--- src/rtl/dual_issue_hazard_ctrl.sv ---
// -----------------------------------------------------------------------------
// dual_issue_hazard_ctrl
//
// Issue-stage hazard controller for the dual-issue pipeline. It sits at the
// ID_RF -> RF_EX boundary and resolves the hazards that forwarding cannot
// cover:
//   - load-use: an ID_RF source reads a load that is still in RF_EX
//     (one bubble, front end held);
//   - intra-pair RAW: slot 2 reads slot 1's destination
//     (the pair is split, slot 1 issues in cycle N and slot 2 in cycle N+1).
// A branch/jump flush from EX overrides every other decision.
//
// Optional feature macro: HAZARD_PERF_CNT_EN
//   defined   -> stall_cycles / split_count are saturating event counters
//   undefined -> no counter registers; both ports are tied to zero
//
// Ports
//   clk, rst_n                       clock, synchronous active-low reset
//   src{1,2}_{1,2}_ID_RF [3:0]       operand descriptors, [3]=used, [2:0]=reg
//   dest_{1,2}_ID_RF [2:0]           pair destination registers
//   wb_{1,2}_ID_RF                   pair slot writes a register
//   valid{1,2}_ID_RF                 pair slot holds a real instruction
//   dest_{1,2}_RF_EX [2:0]           destinations currently in RF_EX
//   load_{1,2}_RF_EX                 RF_EX slot is a load
//   valid{1,2}_RF_EX                 RF_EX slot valid
//   flush                            redirect from EX
//   hold_ID_RF                       freeze PC, IF_ID and ID_RF this cycle
//   issue_valid{1,2}                 valid bits written into RF_EX
//   split_active                     FSM is in SPLIT (state debug view)
//   stall_cycles [CNT_W-1:0]         load-use stall cycle count
//   split_count  [CNT_W-1:0]         split-issue event count
//
// All outputs are combinational from the state register and current inputs.
// -----------------------------------------------------------------------------
module dual_issue_hazard_ctrl #(
  parameter int CNT_W = 16
) (
  input  logic             clk,
  input  logic             rst_n,
  input  logic [3:0]       src1_1_ID_RF,
  input  logic [3:0]       src2_1_ID_RF,
  input  logic [3:0]       src1_2_ID_RF,
  input  logic [3:0]       src2_2_ID_RF,
  input  logic [2:0]       dest_1_ID_RF,
  input  logic [2:0]       dest_2_ID_RF,
  input  logic             wb_1_ID_RF,
  input  logic             wb_2_ID_RF,
  input  logic             valid1_ID_RF,
  input  logic             valid2_ID_RF,
  input  logic [2:0]       dest_1_RF_EX,
  input  logic [2:0]       dest_2_RF_EX,
  input  logic             load_1_RF_EX,
  input  logic             load_2_RF_EX,
  input  logic             valid1_RF_EX,
  input  logic             valid2_RF_EX,
  input  logic             flush,
  output logic             hold_ID_RF,
  output logic             issue_valid1,
  output logic             issue_valid2,
  output logic             split_active,
  output logic [CNT_W-1:0] stall_cycles,
  output logic [CNT_W-1:0] split_count
);

  typedef enum logic {
    ST_ISSUE = 1'b0,
    ST_SPLIT = 1'b1
  } state_t;

  state_t state_q, state_d;

  logic ld1_live, ld2_live;
  logic lu_slot1, lu_slot2;
  logic raw12;
  logic stall_inc, split_inc;

  function automatic logic src_hit(input logic [3:0] s, input logic [2:0] d);
    return s[3] && (s[2:0] == d);
  endfunction

  // Only loads still sitting in RF_EX matter; anything older is forwarded.
  assign ld1_live = load_1_RF_EX && valid1_RF_EX;
  assign ld2_live = load_2_RF_EX && valid2_RF_EX;

  function automatic logic lu_src(input logic [3:0] s,
                                  input logic [2:0] d1, input logic l1,
                                  input logic [2:0] d2, input logic l2);
    return (l1 && src_hit(s, d1)) || (l2 && src_hit(s, d2));
  endfunction

  assign lu_slot1 = valid1_ID_RF &&
                    (lu_src(src1_1_ID_RF, dest_1_RF_EX, ld1_live, dest_2_RF_EX, ld2_live) ||
                     lu_src(src2_1_ID_RF, dest_1_RF_EX, ld1_live, dest_2_RF_EX, ld2_live));
  assign lu_slot2 = valid2_ID_RF &&
                    (lu_src(src1_2_ID_RF, dest_1_RF_EX, ld1_live, dest_2_RF_EX, ld2_live) ||
                     lu_src(src2_2_ID_RF, dest_1_RF_EX, ld1_live, dest_2_RF_EX, ld2_live));

  // WAW between the slots is deliberately ignored: in-order write-back
  // already resolves it.
  assign raw12 = valid1_ID_RF && valid2_ID_RF && wb_1_ID_RF &&
                 (src_hit(src1_2_ID_RF, dest_1_ID_RF) ||
                  src_hit(src2_2_ID_RF, dest_1_ID_RF));

  // Next-state and outputs. Priority in every state: flush, LU, RAW12, normal.
  always_comb begin
    state_d      = state_q;
    hold_ID_RF   = 1'b0;
    issue_valid1 = 1'b0;
    issue_valid2 = 1'b0;
    split_active = 1'b0;
    stall_inc    = 1'b0;
    split_inc    = 1'b0;

    case (state_q)
      ST_ISSUE: begin
        if (flush) begin
          state_d = ST_ISSUE;
        end else if (lu_slot1 || lu_slot2) begin
          hold_ID_RF = 1'b1;
          stall_inc  = 1'b1;
        end else if (raw12) begin
          issue_valid1 = valid1_ID_RF;
          hold_ID_RF   = 1'b1;
          split_inc    = 1'b1;
          state_d      = ST_SPLIT;
        end else begin
          issue_valid1 = valid1_ID_RF;
          issue_valid2 = valid2_ID_RF;
        end
      end
      ST_SPLIT: begin
        // Slot 1 already left; only slot 2 sources can still stall.
        split_active = 1'b1;
        if (flush) begin
          state_d = ST_ISSUE;
        end else if (lu_slot2) begin
          hold_ID_RF = 1'b1;
          stall_inc  = 1'b1;
        end else begin
          issue_valid2 = valid2_ID_RF;
          state_d      = ST_ISSUE;
        end
      end
      default: begin
        state_d = ST_ISSUE;
      end
    endcase

    // Keep the pipeline quiet while reset is held.
    if (!rst_n) begin
      hold_ID_RF   = 1'b0;
      issue_valid1 = 1'b0;
      issue_valid2 = 1'b0;
      split_active = 1'b0;
      stall_inc    = 1'b0;
      split_inc    = 1'b0;
    end
  end

  always_ff @(posedge clk) begin
    if (!rst_n) begin
      state_q <= ST_ISSUE;
    end else begin
      state_q <= state_d;
    end
  end

`ifdef HAZARD_PERF_CNT_EN
  logic [CNT_W-1:0] stall_cnt_q, split_cnt_q;

  // Saturating counters: they stick at all-ones instead of wrapping.
  always_ff @(posedge clk) begin
    if (!rst_n) begin
      stall_cnt_q <= '0;
      split_cnt_q <= '0;
    end else begin
      if (stall_inc && (stall_cnt_q != {CNT_W{1'b1}})) begin
        stall_cnt_q <= stall_cnt_q + CNT_W'(1);
      end
      if (split_inc && (split_cnt_q != {CNT_W{1'b1}})) begin
        split_cnt_q <= split_cnt_q + CNT_W'(1);
      end
    end
  end

  assign stall_cycles = stall_cnt_q;
  assign split_count  = split_cnt_q;
`else
  logic unused_cnt_events;
  assign unused_cnt_events = stall_inc ^ split_inc;
  assign stall_cycles      = '0;
  assign split_count       = '0;
`endif

  // Slot 2 destination/write-back only matter to WAW, which needs no action.
  logic unused_slot2_dest;
  assign unused_slot2_dest = ^{dest_2_ID_RF, wb_2_ID_RF};

endmodule

--- config.mk ---
export PLATFORM = sky130hd
export DESIGN_NAME = dual_issue_hazard_ctrl
export DESIGN_NICKNAME = d
export VERILOG_FILES = /design/src/rtl/dual_issue_hazard_ctrl.sv
export SDC_FILE = /design/constraint.sdc
export NUM_CORES = 1
export LEC_CHECK = 0
export BUFFER_PORTS_ARGS = -buffer_cell sky130_fd_sc_hd__buf_2
export CORE_UTILIZATION = 37
export CTS_BUF_LIST = sky130_fd_sc_hd__clkbuf_4 sky130_fd_sc_hd__clkbuf_8
export CTS_CLUSTER_SIZE = 25
export DETAILED_ROUTE_END_ITERATION = 16
export PLACE_DENSITY = 0.93
export SETUP_SLACK_MARGIN = 0.02
export SLEW_MARGIN = 0
export SYNTH_ARGS = -nofsm -noshare
export SYNTH_HDL_FRONTEND = slang
export SYNTH_SLANG_ARGS = --single-unit
--- constraint.sdc ---
create_clock -name clk -period 1.3 [get_ports clk]
set_input_delay 0.065 -clock clk [delete_from_list [all_inputs] [get_ports clk]]
set_output_delay 0.065 -clock clk [all_outputs]
set_load 0.05 [all_outputs]
-- After elaboration in Yosys (flattened, before gate mapping)
Index checks and enable logic that the tools add are counted.
- logic and storage cells: 68
- bits of input ports: 39
- output and inout port bits: 36
- bits in registers: 1
- reductions and logical operators: 33
- mux-type cells: 23
- equal/unequal tests: 10
- bitwise operators: 1
- operators with widths (cell ; number):
    3-bit equality test ; 10
    1-bit logical AND ; 25
    1-bit 2-to-1 mux ; 20
    1-bit logical OR ; 8
    1-bit one-hot mux with 2 select lines ; 3
    1-bit NOT ; 1

-- Depth between registers and ports, before layout
- depth in word-level cells: 11
- mapped depth: 6

-- Worst setup path before layout
Ideal clock, no wire load.
- path type: register to output
- start point: register state_q
- end point: output issue_valid2
- arrival: 1712 ps
- stages on the path, launching flop included: 5
- buffers on the path: 0
- setup slack: -477 ps
- path through: dfxtp_1 > nor3b_2 > o221ai_2 > or3_1 > a21boi_1
- longest elaborated chain between the ends: 3
- RTL lines (what ; line ; source):
    start, declared ; 70 ; state_t state_q, state_d;
    start signal, assigned ; 164 ; state_q <= state_d;
    1-bit NOT ; - ;
    1-bit one-hot mux with 2 select lines * ; 114 ; case (state_q)
    1-bit 2-to-1 mux * ; 150 ; if (!rst_n) begin
    end, declared ; 59 ; output logic issue_valid2,
Every way passes the cells marked *; elsewhere a longest branch is shown, timed or not.

-- Final worst setup path
- start point: input src2_2_ID_RF[0]
- end point: output issue_valid1
- longest elaborated chain between the ends: 11
- elaborated cells between the ends (all ways): 14
- RTL lines (what ; line ; source):
    start, declared ; 43 ; input logic [3:0] src2_2_ID_RF,
    3-bit equality test ; 78 ; return s[3] && (s[2:0] == d);
    1-bit logical AND ; 78 ;
    1-bit logical AND ; 88 ; return (l1 && src_hit(s, d1)) || (l2 && src_hit(s, d2));
    1-bit logical OR * ; 88 ;
    1-bit logical OR * ; 95 ; (lu_src(src1_2_ID_RF, dest_1_RF_EX, ld1_live, dest_2_RF_EX, ld2_live) ||
    1-bit logical AND * ; 94 ; assign lu_slot2 = valid2_ID_RF &&
    1-bit logical OR * ; 118 ; end else if (lu_slot1 || lu_slot2) begin
    1-bit 2-to-1 mux * ; 118 ;
    1-bit 2-to-1 mux * ; 116 ; if (flush) begin
    1-bit 2-to-1 mux * ; 114 ;
    1-bit 2-to-1 mux * ; 150 ;
    end, declared ; 58 ; output logic issue_valid1,
Marked as above.

==> insert_results.sql <==
INSERT INTO impl_metrics (metric_group, metric, value, unit) VALUES
('logic_synthesis', 'synth.yosys.seq_area_share', '0.02636', ''),
('grt', 'first_global_vias', '690', ''),
('timing', 'totalNegativeSetupSlack', '-859.5', 'ps'),
('grt', 'grt_start_max_net_pins', '5', ''),
('worst_hold_path', 'whs_path_depth', '5', ''),
('detailed_routing', 'route.vias.total', '774', ''),
('setup_path', 'rr_worst_depth', '4', ''),
('power_and_ir_drop', 'leakagePower', '0.0005497', 'µW'),
('place', 'placed_cells', '175', ''),
('power_and_ir_drop', 'power-per-cell-area', '481.4', 'mW/mm²'),
('grt', 'global_route_wire_length_before_repair', '2787', 'µm'),
('status', 'violations', 'negative setup slack', ''),
('detailed_routing', 'route.final.wire_length', '1822', 'µm'),
('job', 'maxCapViolCount', '0', ''),
('grt', 'antenna_found_initial', '0', ''),
('place', 'global_placement_routability_congestion', '0.7794', ''),
('logic_synthesis', 'synth.area.top_cells', 'buf_4 (32%), xor2_1 (28%), xnor2_1 (6.9%), o41ai_2 (4.3%), nor4_1 (3.3%)', ''),
('clock_network', 'worst_setup_hold_path_clk_slew', '0', 'ps'),
('status', 'outcome', 'finished, violations left', ''),
('grt', 'grtUsageTotal', '0.1634', ''),
('power_and_ir_drop', 'peakVddDrop', '0.3261', 'mV'),
('final_layout', 'regMostFlops', 'state_q', ''),
('setup_path', 'cp-start-kind', 'input pin', ''),
('setup_path', 'regToRegSetupSlack', '300', 'ps'),
('worst_hold_path', 'min-delay-path-class', 'input pin to flop', ''),
('setup_path', 'endpoint_required_time_on_the_critical_path', '1240', 'ps'),
('final_layout', 'max_ffs_per_register', '1', ''),
('final_layout', 'layout.cells.most_common', 'conb_1', ''),
('logic_synthesis', 'synthCells', '98', ''),
('die', 'chipWidth', '47.31', 'µm'),
('final_layout', 'finalNonFillerCells', '178', ''),
('setup_path', 'worst-setup-path-type', 'input pin to output port', ''),
('setup_path', 'critical_path.reg2reg.endpoint', 'state_q', ''),
('timing', 'rsz0062_at_grt', 'yes', ''),
('timing', 'finalHoldViolCount', '0', ''),
('detailed_routing', 'drtPass1Iterations', '3', ''),
('setup_path', 'regToRegStartpoint', 'state_q', ''),
('place', 'io_buffers', '38', ''),
('final_layout', 'final_core_utilization', '0.5522', ''),
('final_layout', 'drive_above_1_share', '0.4305', ''),
('setup_path', 'cp.arrival', '1470', 'ps'),
('logic_synthesis', 'synth_area', '759.5', 'µm²'),
('final_layout', 'antenna_cells_inserted', '0', ''),
('logic_synthesis', 'ys_types', '25', ''),
('worst_hold_path', 'timing.hold.worst.start', 'wb_1_ID_RF', ''),
('final_layout', 'mostFrequentLayoutCells', 'conb_1 (32), buf_2 (31), xor2_1 (24)', ''),
('timing', 'final.period_utilization', '1.181', ''),
('final_layout', 'area_growth_syn_to_layout', '41.19', '%'),
('setup_path', 'worstPathMaxFanout', '4', ''),
('detailed_routing', 'drt_drc_violations_left', '0', ''),
('logic_synthesis', 'syn_avg_cell_area', '7.750', 'µm²'),
('timing', 'achievable-frequency', '0.6515', 'GHz'),
('detailed_routing', 'detail-route-antenna-nets', '0', ''),
('logic_synthesis', 'yosysWarnings', '0', ''),
('detailed_routing', 'drt-wirelength-per-cell', '10.24', 'µm'),
('place', 'dp_hpwl', '1563', 'µm'),
('clock_network', 'post_cts_hold_buffer_count', '0', ''),
('timing', 'layout_setup_ws', '-234.9', 'ps'),
('die', 'rows', '16', ''),
('detailed_routing', 'vias_per_cell', '4.348', ''),
('grt', 'leftover_overflow_at_the_end_of_global_routing', '0', ''),
('place', 'placement.setup.worst_slack', '-342.4', 'ps'),
('final_layout', 'reg_top3', 'state_q: 1 flops', ''),
('timing', 'timing.hold.ws', '483.3', 'ps'),
('die', 'top_level_ports', '75', ''),
('die', 'dieArea', '0.002238', 'mm²'),
('logic_synthesis', 'ys_seq_elements', '1', ''),
('timing', 'timing.final.setup_violations', '4', ''),
('logic_synthesis', 'yosys_top_cell_by_area', 'buf_4', ''),
('clock_network', 'clock_insertion_delay_worst_skew', '0', 'ps'),
('die', 'die_y', '47.31', 'µm'),
('logic_synthesis', 'synth_top_area_frac', '0.3163', ''),
('final_layout', 'nets', '192', ''),
('die', 'coreArea', '0.001942', 'mm²'),
('timing', 'clock_skew_after_layout', '0', 'ps'),
('die', 'floorplan.initialDensity', '0.3911', ''),
('timing', 'report.final.slew_viol_count', '0', ''),
('worst_hold_path', 'hold-path-endpoint', 'state_q', ''),
('detailed_routing', 'drt_iter0_drc', '9', ''),
('timing', 'min_period', '1535', 'ps'),
('setup_path', 'worst_setup_path_end_kind', 'output port', '');
-- logic make-up (layout without fill, tap and decap cells) --
family,after synthesis,count (layout),synth area share
AOI/OAI and AO/OA,11,11,0.1318
other,1,32,0.004938
xor gates and xnor gates,30,30,0.3460
DFF,1,1,0.02636
and+or+nand+nor,22,22,0.1697
buffers and inverters,33,55,0.3212
-- Yosys cell counts, drive strengths merged --
| cell | count |
|---|---|
| xnor2 | 6 |
| nand3b | 1 |
| nand2 | 5 |
| o22ai | 2 |
| a21boi | 1 |
| nor3b | 1 |
| o21ai | 3 |
| xor2 | 24 |
| nor4 | 4 |
| o221ai | 1 |
| and2 | 1 |
| a21oi | 1 |
| o41ai | 2 |
| inv | 1 |
| nor2 | 3 |
| dfxtp | 1 |
| conb | 1 |
| or4 | 2 |
| nand4 | 2 |
| a22oi | 1 |
| nand4b | 1 |
| buf | 32 |
| or3 | 1 |
| nand3 | 1 |
-- worst max-delay path by stage --
stage	startpoint	slack [ps]	to	cells after the start
after floorplan	state_q	-80	issue_valid2	4
after global placement	dest_1_RF_EX[2]	-320	hold_ID_RF	7
after detailed placement	dest_1_RF_EX[2]	-340	issue_valid1	8
after CTS	src2_2_ID_RF[0]	-280	issue_valid1	8
after global routing	src2_2_ID_RF[0]	-290	issue_valid1	8
final	src2_2_ID_RF[0]	-230	issue_valid1	8
-- stage by stage --
stage / cell area, µm² / total power [µW]
after floorplan: 905.9 / 425.7
after global placement: 987.2 / 479.0
after detailed placement: 987.2 / 486.6
after CTS: 1065 / 510.7
after global routing: 1072 / 547.1
final: 1072 / 516.2
-- metal layers --
| layer | global-route usage | share of wire | routed length (µm) |
|---|---|---|---|
| met5 | 0 | 0 | 0 |
| met4 | 0 | 0 | 0 |
| met3 | 0 | 0.064 | 116 |
| met2 | 0.3123 | 0.53 | 962 |
| met1 | 0.2157 | 0.41 | 743 |
-- worst max-delay path, cell delays in order --
cell,delay [ps]
buf_8,100
xor2_1,140
or4_4,530
o41ai_2,70
a22oi_2,200
o21ai_2,160
nor2_2,60
buf_6,150
-- layout make-up --
cell class                 count  area [µm²]
fill                         185       869.6
multi-input combinational     95       649.4
timing repair buffer          54       365.4
tap                           27       33.78
sequential                     1       20.02
inverter                       1       3.754
-- repair_timing --
| action | 4_1_cts | 5_1_grt |
|---|---|---|
| buffers inserted | 3 | 0 |
| gates resized for setup | 17 | 2 |
| endpoints found under the setup margin | 4 | 4 |
| pin swaps | 10 | 2 |
-- power by group --
group          internal, µW  total (µW)  switching (µW)
registers              31.5        31.6           0.126
logic                   149         485             335
clock network             0           0               0
No activity file was read; power rests on OpenSTA's default activity.
